File: src/rtl/linear_embed_pkg.sv
// ---------------------------------------------------------------------------
// linear_embed_pkg
// Shared definitions for the linear embedding core:
//   state_t          - controller state encoding (IDLE / RUN / DONE)
//   DEF_*            - default parameter values for the core
//   saturate()       - clamps a wide signed value into a dw-bit signed range
// ---------------------------------------------------------------------------
package linear_embed_pkg;

   typedef logic [1:0] state_t;

   localparam state_t ST_IDLE = 2'd0;
   localparam state_t ST_RUN  = 2'd1;
   localparam state_t ST_DONE = 2'd2;

   localparam int DEF_ROWS = 15;
   localparam int DEF_COLS = 16;
   localparam int DEF_DW   = 8;
   localparam int DEF_FRAC = 4;
   localparam int DEF_SAT  = 1;

   // Clamp v to [-2^(dw-1), 2^(dw-1)-1]; result stays 64-bit signed so the
   // caller truncates to its own width.
   function automatic logic signed [63:0] saturate(input logic signed [63:0] v,
                                                   input int dw);
      logic signed [63:0] hi;
      logic signed [63:0] lo;
      hi = (64'sd1 <<< (dw - 1)) - 64'sd1;
      lo = -(64'sd1 <<< (dw - 1));
      if (v > hi)
         return hi;
      else if (v < lo)
         return lo;
      else
         return v;
   endfunction

endpackage

File: src/rtl/linear_embed_q_mac_sat.sv
// ---------------------------------------------------------------------------
// q_mac_sat
// Combinational fixed-point multiply / rescale / bias-add with optional
// saturation:  y = clamp_or_wrap( (a*b >>> FRAC) + bias ).
// Ports:
//   i_a, i_b  - signed DW-bit operands
//   i_bias    - signed DW-bit bias, sign-extended before the add
//   o_y       - signed DW-bit result
// ---------------------------------------------------------------------------
module q_mac_sat
   import linear_embed_pkg::*;
#(
   parameter int DW   = DEF_DW,
   parameter int FRAC = DEF_FRAC,
   parameter int SAT  = DEF_SAT
) (
   input  logic [DW-1:0] i_a,
   input  logic [DW-1:0] i_b,
   input  logic [DW-1:0] i_bias,
   output logic [DW-1:0] o_y
);

   logic signed [2*DW-1:0] w_a_ext;
   logic signed [2*DW-1:0] w_b_ext;
   logic signed [2*DW-1:0] w_bias_ext;
   logic signed [2*DW-1:0] w_p;
   logic signed [2*DW-1:0] w_s;
   logic        [DW-1:0]   w_y_sat;
   logic        [DW-1:0]   w_y_wrap;

   assign w_a_ext    = {{DW{i_a[DW-1]}}, i_a};
   assign w_b_ext    = {{DW{i_b[DW-1]}}, i_b};
   assign w_bias_ext = {{DW{i_bias[DW-1]}}, i_bias};

   // Product of two DW-bit signed values always fits in 2*DW bits, and after
   // the >>> FRAC the bias add cannot overflow 2*DW either.
   assign w_p = w_a_ext * w_b_ext;
   assign w_s = (w_p >>> FRAC) + w_bias_ext;

   always_comb begin
      w_y_sat  = DW'(saturate(64'(w_s), DW));
      w_y_wrap = DW'(w_s);
      o_y      = (SAT != 0) ? w_y_sat : w_y_wrap;
   end

endmodule

File: src/rtl/linear_embed_core.sv
// ---------------------------------------------------------------------------
// linear_embed_core
// Streams the outer product A x B plus a per-column bias as ROWS*COLS
// fixed-point elements, row-major (column index fastest), over a
// valid/ready handshake.
// Ports:
//   clk, rst             - clock, synchronous active-high reset
//   start, abort         - begin a run (IDLE only) / cancel a run
//   mat_a                - ROWS packed signed DW-bit elements (A)
//   mat_b, bias          - COLS packed signed DW-bit elements (B, bias)
//   out_valid, out_ready - element handshake
//   out_data             - element value
//   out_row, out_col     - element index
//   busy                 - not IDLE
//   done                 - single-cycle completion pulse
// ---------------------------------------------------------------------------
module linear_embed_core
   import linear_embed_pkg::*;
#(
   parameter  int ROWS = DEF_ROWS,
   parameter  int COLS = DEF_COLS,
   parameter  int DW   = DEF_DW,
   parameter  int FRAC = DEF_FRAC,
   parameter  int SAT  = DEF_SAT,
   localparam int RW   = $clog2(ROWS),
   localparam int CW   = $clog2(COLS)
) (
   input  logic                 clk,
   input  logic                 rst,
   input  logic                 start,
   input  logic                 abort,
   input  logic [DW*ROWS-1:0]   mat_a,
   input  logic [DW*COLS-1:0]   mat_b,
   input  logic [DW*COLS-1:0]   bias,
   output logic                 out_valid,
   input  logic                 out_ready,
   output logic [DW-1:0]        out_data,
   output logic [RW-1:0]        out_row,
   output logic [CW-1:0]        out_col,
   output logic                 busy,
   output logic                 done
);

   state_t        r_state;
   logic [DW-1:0] r_a    [ROWS];
   logic [DW-1:0] r_b    [COLS];
   logic [DW-1:0] r_bias [COLS];
   logic [RW-1:0] r_row;
   logic [CW-1:0] r_col;

   logic w_fire;
   logic w_last_row;
   logic w_last_col;

   assign out_valid  = (r_state == ST_RUN);
   assign busy       = (r_state != ST_IDLE);
   assign done       = (r_state == ST_DONE);
   assign out_row    = r_row;
   assign out_col    = r_col;

   assign w_fire     = out_valid && out_ready;
   assign w_last_row = (r_row == RW'(ROWS - 1));
   assign w_last_col = (r_col == CW'(COLS - 1));

   // Output is a pure function of the captured operands and the counters,
   // so it holds still for as long as the counters do (i.e. while stalled).
   q_mac_sat #(
      .DW   (DW),
      .FRAC (FRAC),
      .SAT  (SAT)
   ) u_mac (
      .i_a    (r_a[r_row]),
      .i_b    (r_b[r_col]),
      .i_bias (r_bias[r_col]),
      .o_y    (out_data)
   );

   always_ff @(posedge clk) begin
      if (rst) begin
         r_state <= ST_IDLE;
         r_row   <= '0;
         r_col   <= '0;
         for (int i = 0; i < ROWS; i++) r_a[i] <= '0;
         for (int j = 0; j < COLS; j++) begin
            r_b[j]    <= '0;
            r_bias[j] <= '0;
         end
      end else begin
         case (r_state)
            ST_IDLE: begin
               if (start) begin
                  for (int i = 0; i < ROWS; i++) r_a[i] <= mat_a[i*DW +: DW];
                  for (int j = 0; j < COLS; j++) begin
                     r_b[j]    <= mat_b[j*DW +: DW];
                     r_bias[j] <= bias[j*DW +: DW];
                  end
                  r_row   <= '0;
                  r_col   <= '0;
                  r_state <= ST_RUN;
               end
            end
            ST_RUN: begin
               // Abort wins over a handshake in the same cycle.
               if (abort) begin
                  r_state <= ST_IDLE;
               end else if (w_fire) begin
                  if (w_last_col) begin
                     r_col <= '0;
                     if (w_last_row) begin
                        r_row   <= '0;
                        r_state <= ST_DONE;
                     end else begin
                        r_row <= r_row + 1'b1;
                     end
                  end else begin
                     r_col <= r_col + 1'b1;
                  end
               end
            end
            ST_DONE: r_state <= ST_IDLE;
            default: r_state <= ST_IDLE;
         endcase
      end
   end

endmodule

File: config.mk
export PLATFORM = sky130hd
export DESIGN_NAME = linear_embed_core
export DESIGN_NICKNAME = d
export VERILOG_FILES = /design/src/rtl/linear_embed_pkg.sv /design/src/rtl/linear_embed_q_mac_sat.sv /design/src/rtl/linear_embed_core.sv
export SDC_FILE = /design/constraint.sdc
export NUM_CORES = 1
export LEC_CHECK = 0
export ABC_CLOCK_PERIOD_IN_PS = 24000
export BUFFER_PORTS_ARGS = -buffer_cell sky130_fd_sc_hd__buf_2
export CAP_MARGIN = 25
export CELL_PAD_IN_SITES_DETAIL_PLACEMENT = 2
export CELL_PAD_IN_SITES_GLOBAL_PLACEMENT = 2
export CORE_AREA = 2 2 237 239
export CTS_CLUSTER_DIAMETER = 40
export DETAILED_ROUTE_END_ITERATION = 10
export DIE_AREA = 0 0 239 241
export GPL_ROUTABILITY_DRIVEN = 0
export PLACE_DENSITY = 0.85
export SLEW_MARGIN = 25
export SYNTH_ARGS = -nofsm -noshare
export SYNTH_HDL_FRONTEND = slang
export SYNTH_HIERARCHICAL = 1
export SYNTH_SLANG_ARGS = --single-unit
File: constraint.sdc
create_clock -name clk -period 24 [get_ports clk]
set_clock_uncertainty 0.1 [all_clocks]
set_input_delay 2.4 -clock clk [delete_from_list [all_inputs] [get_ports clk]]
set_output_delay 2.4 -clock clk [all_outputs]
set_load 0.05 [all_outputs]
# == Yosys cells after proc, flatten, opt, wreduce, memory -nomap -nowiden ==
# Memories as Yosys holds them, arrays and structs flattened. A register that Yosys moved wholly into a read port is not among the register bits.
# Index checks and enable logic that the tools add are counted.
# word_totals
register_bits,10
ramBits,376
inputBits,381
out_inout_bits,19
n_memories,3
# op_classes
n_addsub,3
n_mul,1
magnitude_cmp,2
n_eq_ne,11
muxes,77
bitwise,47
reduce_logical,7
# mem_list
memory,depth,width,read_ports,rd_clocked_by_memory_dff,write_ports,line,source
r_b,16,8,1,1,16,linear_embed_core.sv:46,logic [DW-1:0] r_b [COLS];
r_bias,16,8,1,1,16,linear_embed_core.sv:47,logic [DW-1:0] r_bias [COLS];
r_a,15,8,1,1,15,linear_embed_core.sv:45,logic [DW-1:0] r_a [ROWS];
# op_table
cell,count
$mux W8,49
$mux W4,14
$or A1 B1 Y1,47
$mul A8 B8 Y16,1
$pmux W4 S2,2
$add A12 B8 Y13,1
$gt A13 B8 Y1 const B,1
$lt A13 B8 Y1 const B,1
$mux W2,5
$ne A3 B2 Y1 const B,3
$add A4 B1 Y4 const B,2
$eq A4 B4 Y1 const B,2
$reduce_and A4 Y1,2
$mux W1,6
$reduce_and A5 Y1,1
$ne A2 B1 Y1 const B,2
$ne A2 B2 Y1 const B,2
$pmux W2 S2,1
$reduce_bool A2 Y1,2
$eq A2 B1 Y1 const B,1
$eq A2 B2 Y1 const B,1
$logic_not A2 Y1,1
$logic_and A1 B1 Y1,1

# == Logic depth before layout (Yosys ltp) ==
# logic_depth
word_depth,8
ltp_mapped,30
depth_no_buf,27

# == Cells and area by module ==
# The synthesis kept the hierarchy.
# by_module_without_submodules
mod,n_inst,cells_each,area_per_inst_um2
linear_embed_core,1,1103,17475.5
q_mac_sat,1,365,3216.8

# == Least setup slack after synthesis ==
# No wires, ideal clock.
# synth_timing
path_type,input to register
startpoint,in rst
endpoint,"mem r_a[0][0] (netlist bit), enable pin"
setup_time_ns,0.807
arrival_time_ns,11.940
required_ns,23.093
path_slack_ns,11.153
cell_stages,3
cell_sequence,clkbuf_1 clkbuf_1 nand2b_1
# synth_rtl
item,line,source
from (decl),linear_embed_core.sv:29,"input logic rst,"
to (decl),linear_embed_core.sv:45,

==> metrics.yaml <==
status: "finished clean"
final_common_cell: "buf_2"
htree_levels: 3
port_buffers: 399
die-area_mm2: 0.0576
avgSynthCellArea_um2: 14.1
p_per_area_mw_per_mm2: 99.4
std_cell_rows: 86
die_h_um: 241
drc: 0
tightest_slew_ps: 1130
dpl.cell_count: 2504
layout.cells.non_filler: 2654
multi_input_area_mm2: 0.00835
drt_wl_total_um: 73600
viasPerCell: 5.34
fin_util: 0.471
ys.flop_type: "edfxtp_1"
grt_overflow: 0
ctsResizeCount: 0
post_cts_buffers: 0
p_leak_nw: 10.7
hold_buffers: 0
final_cell_mix: "buf_2 (398), edfxtp_1 (376), and2_1 (283)"
fin_crit_ps: 12370
grt_util_all_layers: 0.253
setup_viol_count_final: 0
cp.arrival_ps: 9870
yosysWarningCount: 6
numClockSinks: 394
cp_slowest_cell: "buf_4"
synth_cells: 1468
cts.reportedPaths.clkPinSlew_ps: 60
vdd_drop_max_v: 0.0000685
vias: 14200
firstDrtPassIters: 5
clock-root-buffer: "clkbuf_16"
max_stage_delay_ps: 780
hold-worst-slack_ps: 491
dp.final_hpwl_um: 48300
dieWidth_um: 239
synth-async-reset-ratio: 0
hold_path.class: "reg -> reg"
antenna_found_initial: 20
whs_path_depth: 1
setup_ws_ps: 11630
worstPathRequired_ps: 21500
clockBufferDepth: 3
cpMostUsedCell: "ha_1"
avgRoutedWirePerCell_um: 27.7
criticalPathCategory: "reg -> out"
rsz0062_at_grt: "false"
grt_max_degree: 129
fin_crit_sh: 0.515
drive_above_1_share: 0.329
hold_violations: 0
syn-num-nets: 1948
area_growth_pct: 25.0
grt_pass1_wl_um: 106000
r2r_cells: 6
netlist_area_mm2: 0.0207
ys_seq_area_frac: 0.563
core-area_mm2: 0.0549
endpoint_kind: "output pin"
clk-insertion-delay-late_ps: 610
setup_tns_ps: 0
drtIter0Drc: 953
fmax_mhz: 80.9
dp_slack_ps: 12510
maxCapViolCount: 0
cts_tree: "yes"
cp_max_fo: 45
ff2ff_setup_slack_ps: 19750
ios: 400
cts_made_buffers: 70
crit_path_start_kind: "register"
antenna_left: 0
start_util: 0.377
synth_edf_count: 376
nNetsFinal: 2353
grt_pass1_vias: 16400
fill_cells: 5325
ff_latch_area_mm2: 0.0117
ys_ff_latch: 394
synth.distinct_cells: 73
slew_violations: 0
slew_headroom: 0.244
[through the flow]
| stage | power [mW] | area [um^2] |
|---|---|---|
| finish | 2.57 | 25900 |
| CTS | 2.58 | 25800 |
| global route | 2.66 | 25900 |
| global placement | 1.44 | 23300 |
| floorplan | 1.31 | 20700 |
| detailed placement | 1.48 | 23300 |
[registers in the layout (all words and copies together), names as in the netlist, named ones only]
name and flops:
out_col 4, out_row 4, r_a 120, r_b 128, r_bias 128, r_state 2
[synth_stat cells (all sizes together), types with 7 or more instances]
cell | instances | area share
o211ai | 15 | 0.0054
nand2b | 9 | 0.0031
xnor2 | 18 | 0.0076
nor3 | 9 | 0.0022
ha | 44 | 0.027
o21ai | 19 | 0.0046
mux2i | 10 | 0.0048
inv | 82 | 0.015
a21o | 9 | 0.0033
a21oi | 27 | 0.0065
fa | 55 | 0.053
and2 | 284 | 0.086
mux4 | 88 | 0.097
buf | 25 | 0.0082
clkbuf | 54 | 0.011
nand3 | 7 | 0.0019
nor2 | 21 | 0.0041
nand2 | 44 | 0.0080
nor2b | 148 | 0.045
edfxtp | 376 | 0.55
dfxtp | 18 | 0.017
o22ai | 9 | 0.0027
a22oi | 35 | 0.013
[critical path, delay by kind of cell (launching register included)]
kind	cells	cell delay (ps)
buf+inv	5	1330
fa+ha+maj	7	2740
mux	1	610
flops	1	610
compound gates	9	2750
xor+xnor	1	140
simple gates	5	1000
[power breakdown]
part           total (mW)  leakage (nW)  internal [mW]  switching (mW)
clock                1.07          1.18          0.681           0.385
sequential          0.837          4.21          0.815          0.0228
combinational       0.668          5.28          0.235           0.432
total                2.57          10.7           1.73           0.840
[layout make-up]
| type | count | area share |
|---|---|---|
| diodes | 21 | 0.00203 |
| clock buffers | 78 | 0.0713 |
| clock inverters | 50 | 0.0248 |
| inverters | 82 | 0.0119 |
| multi-input cells | 912 | 0.323 |
| flip-flops and latches | 394 | 0.451 |
| well taps | 704 | 0.0341 |
| repair buffers | 413 | 0.0824 |
[logic make-up (layout without fill, tap and decap cells)]
| logic type | count (synthesis) | count (layout) | synth area share |
|---|---|---|---|
| mux | 99 | 99 | 0.103 |
| simple gates | 549 | 549 | 0.160 |
| buf+inv | 162 | 623 | 0.0346 |
| other cells | 0 | 21 | 0 |
| compound gates | 143 | 143 | 0.0508 |
| flops | 394 | 394 | 0.563 |
| fa+ha+maj | 99 | 99 | 0.0798 |
| xor+xnor | 22 | 22 | 0.00931 |
[per-layer routing]
| layer | track usage | share of wire |
|---|---|---|
| met1 | 0.276 | 0.36 |
| met2 | 0.472 | 0.56 |
| met3 | 0.0503 | 0.046 |
| met4 | 0.115 | 0.035 |
| met5 | 0 | 0.00019 |
[path summary, 6_finish.rpt]
kind | start | endpoint
max | register | out_data[2]
min | out_row[2] | register
max reg2reg | r_state[0] | r_bias[12][7]
min reg2reg | out_row[2] | register
Power figures use the tool's default switching activity.
